[src/rtl/ysyx_25060170_pkg.sv]
// Shared types and widths for the write-back unit.
package ysyx_25060170_pkg;

    localparam int unsigned XLEN   = 32;
    localparam int unsigned REG_AW = 5;

    typedef enum logic {
        WB_RUN,
        WB_HALT
    } wb_state_e;

    typedef struct packed {
        logic [REG_AW-1:0] rd;
        logic [XLEN-1:0]   wdata;
        logic              wen;
        logic              ebreak;
    } wb_entry_t;

endpackage

[src/rtl/ysyx_25060170_wb_fifo.sv]
// In-order FIFO of write-back entries with a per-slot occupancy view for hazard scans.
module ysyx_25060170_wb_fifo
    import ysyx_25060170_pkg::*;
#(
    parameter int unsigned DEPTH = 2
) (
    input  logic                  clk,
    input  logic                  rst,
    input  logic                  push_i,
    input  wb_entry_t             din_i,
    input  logic                  pop_i,
    output wb_entry_t             dout_o,
    output logic                  full_o,
    output logic                  empty_o,
    output wb_entry_t [DEPTH-1:0] entries_o,
    output logic      [DEPTH-1:0] valid_o
);

    localparam int unsigned PW = $clog2(DEPTH);
    localparam int unsigned CW = PW + 1;

    wb_entry_t [DEPTH-1:0] mem_q;
    logic [PW-1:0]         wr_ptr_q, rd_ptr_q;
    logic [CW-1:0]         count_q;
    logic                  do_push, do_pop;

    assign full_o    = (count_q == CW'(DEPTH));
    assign empty_o   = (count_q == '0);
    assign do_push   = push_i && !full_o;
    assign do_pop    = pop_i && !empty_o;
    assign dout_o    = mem_q[rd_ptr_q];
    assign entries_o = mem_q;

    // Slot i holds a live entry when its distance from the head is below count.
    always_comb begin
        valid_o = '0;
        for (int unsigned i = 0; i < DEPTH; i++) begin
            valid_o[i] = CW'(PW'(i) - rd_ptr_q) < count_q;
        end
    end

    always_ff @(posedge clk or negedge rst) begin
        if (!rst) begin
            mem_q    <= '0;
            wr_ptr_q <= '0;
            rd_ptr_q <= '0;
            count_q  <= '0;
        end else begin
            if (do_push) begin
                mem_q[wr_ptr_q] <= din_i;
                wr_ptr_q        <= wr_ptr_q + PW'(1);
            end
            if (do_pop) begin
                rd_ptr_q <= rd_ptr_q + PW'(1);
            end
            count_q <= count_q + CW'(do_push) - CW'(do_pop);
        end
    end

endmodule

[src/rtl/ysyx_25060170_wbu.sv]
// Write-back unit: buffers EXU results, retires them in order into the GPR file,
// serves two bypassed read ports with pending-write flags, and halts on ebreak.
module ysyx_25060170_wbu
    import ysyx_25060170_pkg::*;
#(
    parameter int unsigned DEPTH = 2,
    parameter int unsigned XLEN  = ysyx_25060170_pkg::XLEN,
    parameter int unsigned NREG  = 32
) (
    input  logic              clk,
    input  logic              rst,
    input  logic              in_valid,
    output logic              in_ready,
    input  logic [REG_AW-1:0] in_rd,
    input  logic [XLEN-1:0]   in_wdata,
    input  logic              in_wen,
    input  logic              in_ebreak,
    input  logic              stall_i,
    input  logic [REG_AW-1:0] rs1_addr,
    output logic [XLEN-1:0]   rs1_data,
    input  logic [REG_AW-1:0] rs2_addr,
    output logic [XLEN-1:0]   rs2_data,
    output logic              rs1_pending,
    output logic              rs2_pending,
    output logic              trap_o,
    output logic              halted_o,
    output logic [31:0]       retire_cnt_o
);

    wb_state_e             state_q;
    logic                  trap_q;
    logic [31:0]           retire_cnt_q;
    logic [XLEN-1:0]       gpr_q [NREG];

    wb_entry_t             in_entry, head;
    wb_entry_t [DEPTH-1:0] entries;
    logic      [DEPTH-1:0] valid;
    logic                  full, empty, push, pop, gpr_we;

    assign in_entry = '{rd: in_rd, wdata: in_wdata, wen: in_wen, ebreak: in_ebreak};
    assign in_ready = !full && (state_q == WB_RUN);
    assign push     = in_valid && in_ready;
    assign pop      = !empty && !stall_i && (state_q == WB_RUN);
    assign gpr_we   = pop && head.wen && !head.ebreak && (head.rd != '0);

    ysyx_25060170_wb_fifo #(
        .DEPTH(DEPTH)
    ) u_fifo (
        .clk      (clk),
        .rst      (rst),
        .push_i   (push),
        .din_i    (in_entry),
        .pop_i    (pop),
        .dout_o   (head),
        .full_o   (full),
        .empty_o  (empty),
        .entries_o(entries),
        .valid_o  (valid)
    );

    // A retiring write is forwarded so readers never see the stale value in its cycle.
    always_comb begin
        rs1_data = '0;
        rs2_data = '0;
        if (rs1_addr != '0) rs1_data = (gpr_we && head.rd == rs1_addr) ? head.wdata : gpr_q[rs1_addr];
        if (rs2_addr != '0) rs2_data = (gpr_we && head.rd == rs2_addr) ? head.wdata : gpr_q[rs2_addr];
    end

    always_comb begin
        rs1_pending = 1'b0;
        rs2_pending = 1'b0;
        for (int unsigned i = 0; i < DEPTH; i++) begin
            if (valid[i] && entries[i].wen && !entries[i].ebreak) begin
                if (rs1_addr != '0 && entries[i].rd == rs1_addr) rs1_pending = 1'b1;
                if (rs2_addr != '0 && entries[i].rd == rs2_addr) rs2_pending = 1'b1;
            end
        end
    end

    always_ff @(posedge clk or negedge rst) begin
        if (!rst) begin
            for (int unsigned i = 0; i < NREG; i++) gpr_q[i] <= '0;
        end else if (gpr_we) begin
            gpr_q[head.rd] <= head.wdata;
        end
    end

    always_ff @(posedge clk or negedge rst) begin
        if (!rst) begin
            state_q      <= WB_RUN;
            trap_q       <= 1'b0;
            retire_cnt_q <= '0;
        end else begin
            trap_q <= 1'b0;
            if (pop) begin
                retire_cnt_q <= retire_cnt_q + 32'd1;
                if (head.ebreak) begin
                    state_q <= WB_HALT;
                    trap_q  <= 1'b1;
                end
            end
        end
    end

    assign trap_o       = trap_q;
    assign halted_o     = (state_q == WB_HALT);
    assign retire_cnt_o = retire_cnt_q;

endmodule

[config.mk]
export PLATFORM = sky130hd
export DESIGN_NAME = ysyx_25060170_wbu
export DESIGN_NICKNAME = d
export VERILOG_FILES = /design/src/rtl/ysyx_25060170_pkg.sv /design/src/rtl/ysyx_25060170_wb_fifo.sv /design/src/rtl/ysyx_25060170_wbu.sv
export SDC_FILE = /design/constraint.sdc
export NUM_CORES = 2
export LEC_CHECK = 0
export BUFFER_PORTS_ARGS = -buffer_cell sky130_fd_sc_hd__clkbuf_2
export CAP_MARGIN = 10
export CORE_MARGIN = 5
export CORE_UTILIZATION = 63
export CTS_CLUSTER_DIAMETER = 40
export CTS_CLUSTER_SIZE = 28
export DETAILED_ROUTE_END_ITERATION = 10
export PLACE_DENSITY_LB_ADDON = 0.3
export SLEW_MARGIN = 20
export SYNTH_ARGS = -nofsm -noshare
export SYNTH_HDL_FRONTEND = slang
export SYNTH_SLANG_ARGS = --single-unit
[constraint.sdc]
create_clock -name clk -period 4.05 [get_ports clk]
set_clock_uncertainty 0.2 [all_clocks]
set_input_delay 0.2025 -clock clk [delete_from_list [all_inputs] [get_ports clk]]
set_output_delay 0.2025 -clock clk [all_outputs]
set_load 0.02 [all_outputs]
=== After elaboration in Yosys (flattened, before gate mapping) ===
Cells that the tools add are included.
W data, S select, Z words.

* Add/sub/neg operators: 7
* Magnitude comparators: 9
* Eq/ne operators: 7
* Mux-type cells: 28
* Bitwise logic cells: 4
* Reduce and logical (&&, ||, !) cells: 32

{| class="wikitable"
|+ Operators with widths
! operator !! number
|-
| $bwmux W1024 || 1
|-
| $bmux W32 S5 || 2
|-
| $mux W32 || 9
|-
| $demux W32 S5 || 1
|-
| $mux W39 || 3
|-
| $bwmux W78 || 1
|-
| $demux W39 S1 || 1
|-
| $add A32 B1 Y32 const B || 1
|-
| $eq A5 B5 Y1 || 6
|-
| $logic_and A1 B1 Y1 || 21
|-
| $ge A6 B6 Y1 const B || 3
|-
| $not A5 Y6 || 3
|-
| $reduce_bool A5 Y1 || 3
|-
| $mux W1 || 10
|-
| $logic_not A1 Y1 || 6
|-
| $lt A6 B1 Y1 const B || 1
|-
| $lt A1 B2 Y1 const B || 2
|-
| $lt A2 B2 Y1 || 2
|-
| $sub A1 B1 Y2 const A || 2
|-
| $add A1 B1 Y1 const B || 2
|-
| $add A2 B1 Y2 || 1
|-
| $eq A2 B2 Y1 const B || 1
|-
| $logic_not A2 Y1 || 1
|-
| $reduce_and A2 Y1 || 1
|-
| 3 further kinds || 3
|}

* Register bits after elaboration: 1140
* Input bits: 53
* Output and inout bits: 101
* Word-level logic and storage cells: 133

=== Logic depth before layout (Yosys ltp) ===
* Depth after elaboration: 10
* Gate-level depth with buffers: 11
* Mapped depth without buffers: 7

=== Modules after synthesis ===
A second synthesis with hierarchy kept.

* Cell total of the unflattened synthesis: 4535
* Area, all modules: 61306.3 sq um

{| class="wikitable"
|+ By module, submodules not included
! module !! times used !! cells each !! area each (sq um) !! sequential area each (sq um)
|-
| ysyx_25060170_wbu || 1 || 4303 || 57604.0 || 26475.4
|-
| ysyx_25060170_wb_fifo || 1 || 232 || 3702.3 || 2052.0
|}

=== Worst setup path after synthesis ===
OpenSTA, ideal clock, no wires.

* Kind: flip-flop to output port
* Start point: register u_fifo.rd_ptr_q
* End point: output port rs2_data[29]
* Data arrival time: 2.650 ns
* Required time: 3.648 ns
* Slack: 0.997 ns
* Stages on the path, launching flop included: 10
* Path buffers: 3
* Cell sequence: dfrtp_1 -> buf_2 -> or3b_1 -> a2111oi_4 -> o21a_1 -> and4_1 -> buf_2 -> buf_2 -> nor2_1 -> a211oi_1

* Word-level cells in the longest chain between the ends: 8
* Elaborated cells between the ends (all ways): 11
* Those cells by class: eq/ne: 1; mux: 4; reduce/logical: 6

{| class="wikitable"
|+ RTL lines
! item !! line !! text
|-
| start, declared || ysyx_25060170_wb_fifo.sv:23 || <nowiki>logic [PW-1:0] wr_ptr_q, rd_ptr_q;</nowiki>
|-
| start signal, assigned || ysyx_25060170_wb_fifo.sv:54 || <nowiki>rd_ptr_q <= rd_ptr_q + PW'(1);</nowiki>
|-
| $mux W39 (not written as such) (*) (2 in series) || ysyx_25060170_wb_fifo.sv:31 || <nowiki>assign dout_o = mem_q[rd_ptr_q];</nowiki>
|-
| parallel branches: the longest is 4 deep, another holds $reduce_bool A5 Y1 || n/a ||
|-
| $mux W32 (*) (2 in series) || ysyx_25060170_wbu.sv:66 || <nowiki>if (rs2_addr != '0) rs2_data = (gpr_we && head.rd == rs2_addr) ? head.wdata : gpr_q[rs2_addr];</nowiki>
|-
| end, declared || ysyx_25060170_wbu.sv:22 || <nowiki>output logic [XLEN-1:0] rs2_data,</nowiki>
|}

Mark *: on every way between the ends. The select of a mux whose other input is x is not followed.

=== Final worst setup path ===
* Start point: register u_fifo.rd_ptr_q
* End point: output port rs2_data[14]

The elaborated chain is that of the path after synthesis.

==> flow_metrics.tcl <==
set metrics [dict create \
    critPathSlowestCell "dfrtp_4" \
    final_cell_mix "dfrtp_1 (1139), nor2_1 (777), a21oi_1 (647)" \
    clkPwrFrac_pct 33.6 \
    ir_drop_v 0.000385 \
    drive_gt1_share_pct 25.6 \
    synth_compound_area_share_pct 12.2 \
    routed_wl_um 180000 \
    area_growth_pct 14.7 \
    yosys.area_share.simple_pct 9.82 \
    synthAdderAreaFrac_pct 0.0883 \
    clkSinkCount 1140 \
    synth_top_family_by_area "multiplexers" \
    required_ns 3.65 \
    hold_class "primary input to register" \
    fmaxAchievable_mhz 258 \
    ys.flop_type "dfrtp_1" \
    switchingPower_uw 13200 \
    seq_area_frac_synth_pct 50.3 \
    initial_core_util_pct 63.2 \
    finalSetupViolCount 0 \
    power_frac_seq_pct 39.7 \
    swShare_pct 33.8 \
    die_y_um 310 \
    grt_use_total_pct 38.2 \
    cts_inserted_buffers 146 \
    finalHoldViolCount 0 \
    netlist_area_mm2 0.0567 \
    cp-start-kind "register" \
    pwr_density_cell_mw_per_mm2 601 \
    synth.distinct_cells 44 \
    grt_pass1_wl_um 276000 \
    clock_latency_ns 0.75 \
    gp_congestion 0.868 \
    combPwrFrac_pct 26.7 \
    utilization_pct 72.5 \
    cts_max_level 4 \
    path_cells "or3b_1 > a2111oi_4 > o21a_4 > and4_4 > buf_8 > nor2_1 > a211oi_1 > clkbuf_2" \
    yosysWarnings 0 \
    gr-total-overflow 0 \
    cp-end-kind "output port" \
    worst-slew-pin-transition_ns 1.19 \
    cp_top_family "compound AO/OA/AOI/OAI gates" \
    fp.dieW_um 310 \
    clk_pin_slew_worst_paths_ns 0.06 \
    die_area_mm2 0.0961 \
    drt_iter0_drc 5443 \
    vias 44537 \
    drc 0 \
    rows 110 \
    synth-seq-cells 1140 \
    hpwl_um 106000 \
    min_period_ns 3.87 \
    critPathKind "register to output port" \
    rsz0062_at_grt "no" \
    fin_nets 5143 \
    worstPathArrival_ns 3.47 \
    grt_max_degree 105 \
    status "completed" \
    crit_fanout 36 \
    slowest_delay_ns 0.58 \
    final_common_cell "dfrtp_1" \
    leakagePower_uw 0.0282 \
    period_share_pct 95.6 \
    synth-xor-area-share_pct 1.00 \
    synth_edf_count 0 \
    tns_ns 0 \
    cp_num_buf_inv 2 \
    clock-root-buffer "clkbuf_16" \
    synthesis.nets 5100 \
    via_per_inst 6.98 \
    cts_buffer_depth 3 \
    slew_headroom_pct 19.7 \
    drv_cap 0 \
    portBuffers 153 \
    postSynthAreaPerCell_um2 11.2 \
    intPower_uw 25900 \
    synth_async_sr_flop_share_pct 100 \
    synth.area.mux_share_pct 22.6 \
    num_io_pins 154 \
    syn_inst 5043 \
    core_area_mm2 0.0897 \
    ant_nets 0 \
    antenna_found_initial 2 \
    avgRoutedWirePerCell_um 28.3 \
    slew_viol_final 0 \
    drtPass1Iterations 6 \
    grt_pass1_vias 45726 \
    cts_tree "yes" \
]
-- metal layers --
layer	track usage [%]	share of wire, %	wire length (um)	up-vias
met5	0	0	0	-
met3	12.5	12	22500	883
met1	48.8	35	62300	22166
li1	-	-	-	18487
met2	58.0	46	82400	3001
met4	23.3	7.3	13200	0
-- area by class of cell --
| type | instances | area (um^2) |
|---|---|---|
| Clock inverter | 86 | 940 |
| Antenna cell | 2 | 5.00 |
| Tap cell | 1176 | 1470 |
| Timing Repair Buffer | 433 | 3760 |
| Clock buffer | 177 | 4010 |
| Multi-Input combinational cell | 3356 | 26300 |
| Inverter | 9 | 33.8 |
| Fill cell | 5826 | 24700 |
| Sequential cell | 1140 | 28500 |
-- final timing paths --
| kind | slack [ns] | end | cells after the start | startpoint |
|---|---|---|---|---|
| min reg2reg | 0.19 | gpr_q[1017] | 0 | gpr_q[1017] |
| min in group asynchronous | 0.44 | gpr_q[928] | 3 | rst |
| max reg2reg | 0.38 | gpr_q[409] | 7 | u_fifo.rd_ptr_q |
| max in group asynchronous | 2.15 | gpr_q[878] | 4 | rst |
| max | 0.18 | rs2_data[14] | 8 | u_fifo.rd_ptr_q |
| min | 0.03 | u_fifo.entries_o[20] | 3 | in_wdata[18] |
-- synth_stat cells, types with 3 or more instances --
cell type / n / area, um^2
dfrtp_1: 1140 / 28500
nor2_1: 793 / 2980
a21oi_1: 647 / 3240
mux4_2: 511 / 11500
clkbuf_1: 395 / 1480
nand2_1: 376 / 1410
o21ai_0: 322 / 1610
o22ai_1: 220 / 1380
buf_2: 100 / 500
mux2_2: 83 / 935
nor4_1: 66 / 413
o21ai_1: 54 / 270
nand3_1: 48 / 240
xnor2_1: 46 / 403
mux2i_1: 40 / 400
buf_1: 35 / 131
a211oi_1: 34 / 255
xor2_1: 19 / 166
nor3_1: 13 / 65.1
nand4_1: 11 / 68.8
or2_2: 11 / 68.8
o21ai_2: 10 / 87.6
and3_1: 9 / 56.3
inv_1: 9 / 33.8
nand3b_1: 9 / 67.6
buf_6: 7 / 78.8
nor2_4: 6 / 67.6
and4_1: 4 / 35.0
ha_1: 4 / 50.1
nor2b_1: 3 / 18.8
-- what timing repair did --
action | 4_1_cts | 5_1_grt
gates cloned | 1 | 0
pin swaps | 1 | 0
hold endpoints to repair | 511 | 0
setup endpoints to repair | 59 | 50
resized for setup | 8 | 5
hold buffers | 44 | 0
buffers inserted | 1 | 4
-- state kept, by name, indices dropped and copies added, names as in the netlist --
signal            cells
gpr_q              1024
halted_o              1
retire_cnt_o         32
trap_o                1
u_fifo.count_q        2
u_fifo.entries_o     78
u_fifo.rd_ptr_q       1
u_fifo.wr_ptr_q       1
-- worst register-to-register path, delay by kind of cell, from the launching register on --
| kind | cells | cell delay (ns) |
|---|---|---|
| AND/OR/NAND/NOR | 4 | 2.07 |
| AO/OA/AOI/OAI | 2 | 0.46 |
| buffers and inverters | 1 | 0.20 |
| flip-flops | 1 | 0.58 |
-- cell families after synthesis --
group | count (synthesis)
AO/OA/AOI/OAI | 1293
XOR/XNOR | 65
adder cells (fa/ha/maj) | 4
buffers and inverters | 548
flip-flops | 1140
multiplexers | 634
AND/OR/NAND/NOR | 1359
-- power groups by stage --
stage                     Sequential (uW)  Combinational [uW]  Clock [uW]
after floorplan                     15000                7100           0
after global placement              15400                9820           0
after detailed placement            15600               10100           0
after CTS                           15500               10300       13200
after global routing                15800               11200       13700
final                               15500               10400       13100
-- per-stage QoR --
stage	hold WS (ns)	cells	power [uW]	setup slack (ns)	instance area, um^2
5_1_grt	0.0475	6378	40700	0.0561	65100
4_1_cts	0.00927	6373	39000	0.0116	65000
3_3_place_gp	0.130	6064	25200	0.411	59500
2_1_floorplan	-0.293	5043	22100	0.997	56700
6_report	0.0344	6379	39100	0.177	65100
3_5_place_dp	0.135	6064	25700	0.364	59500
(Power assumes the default switching activity.)
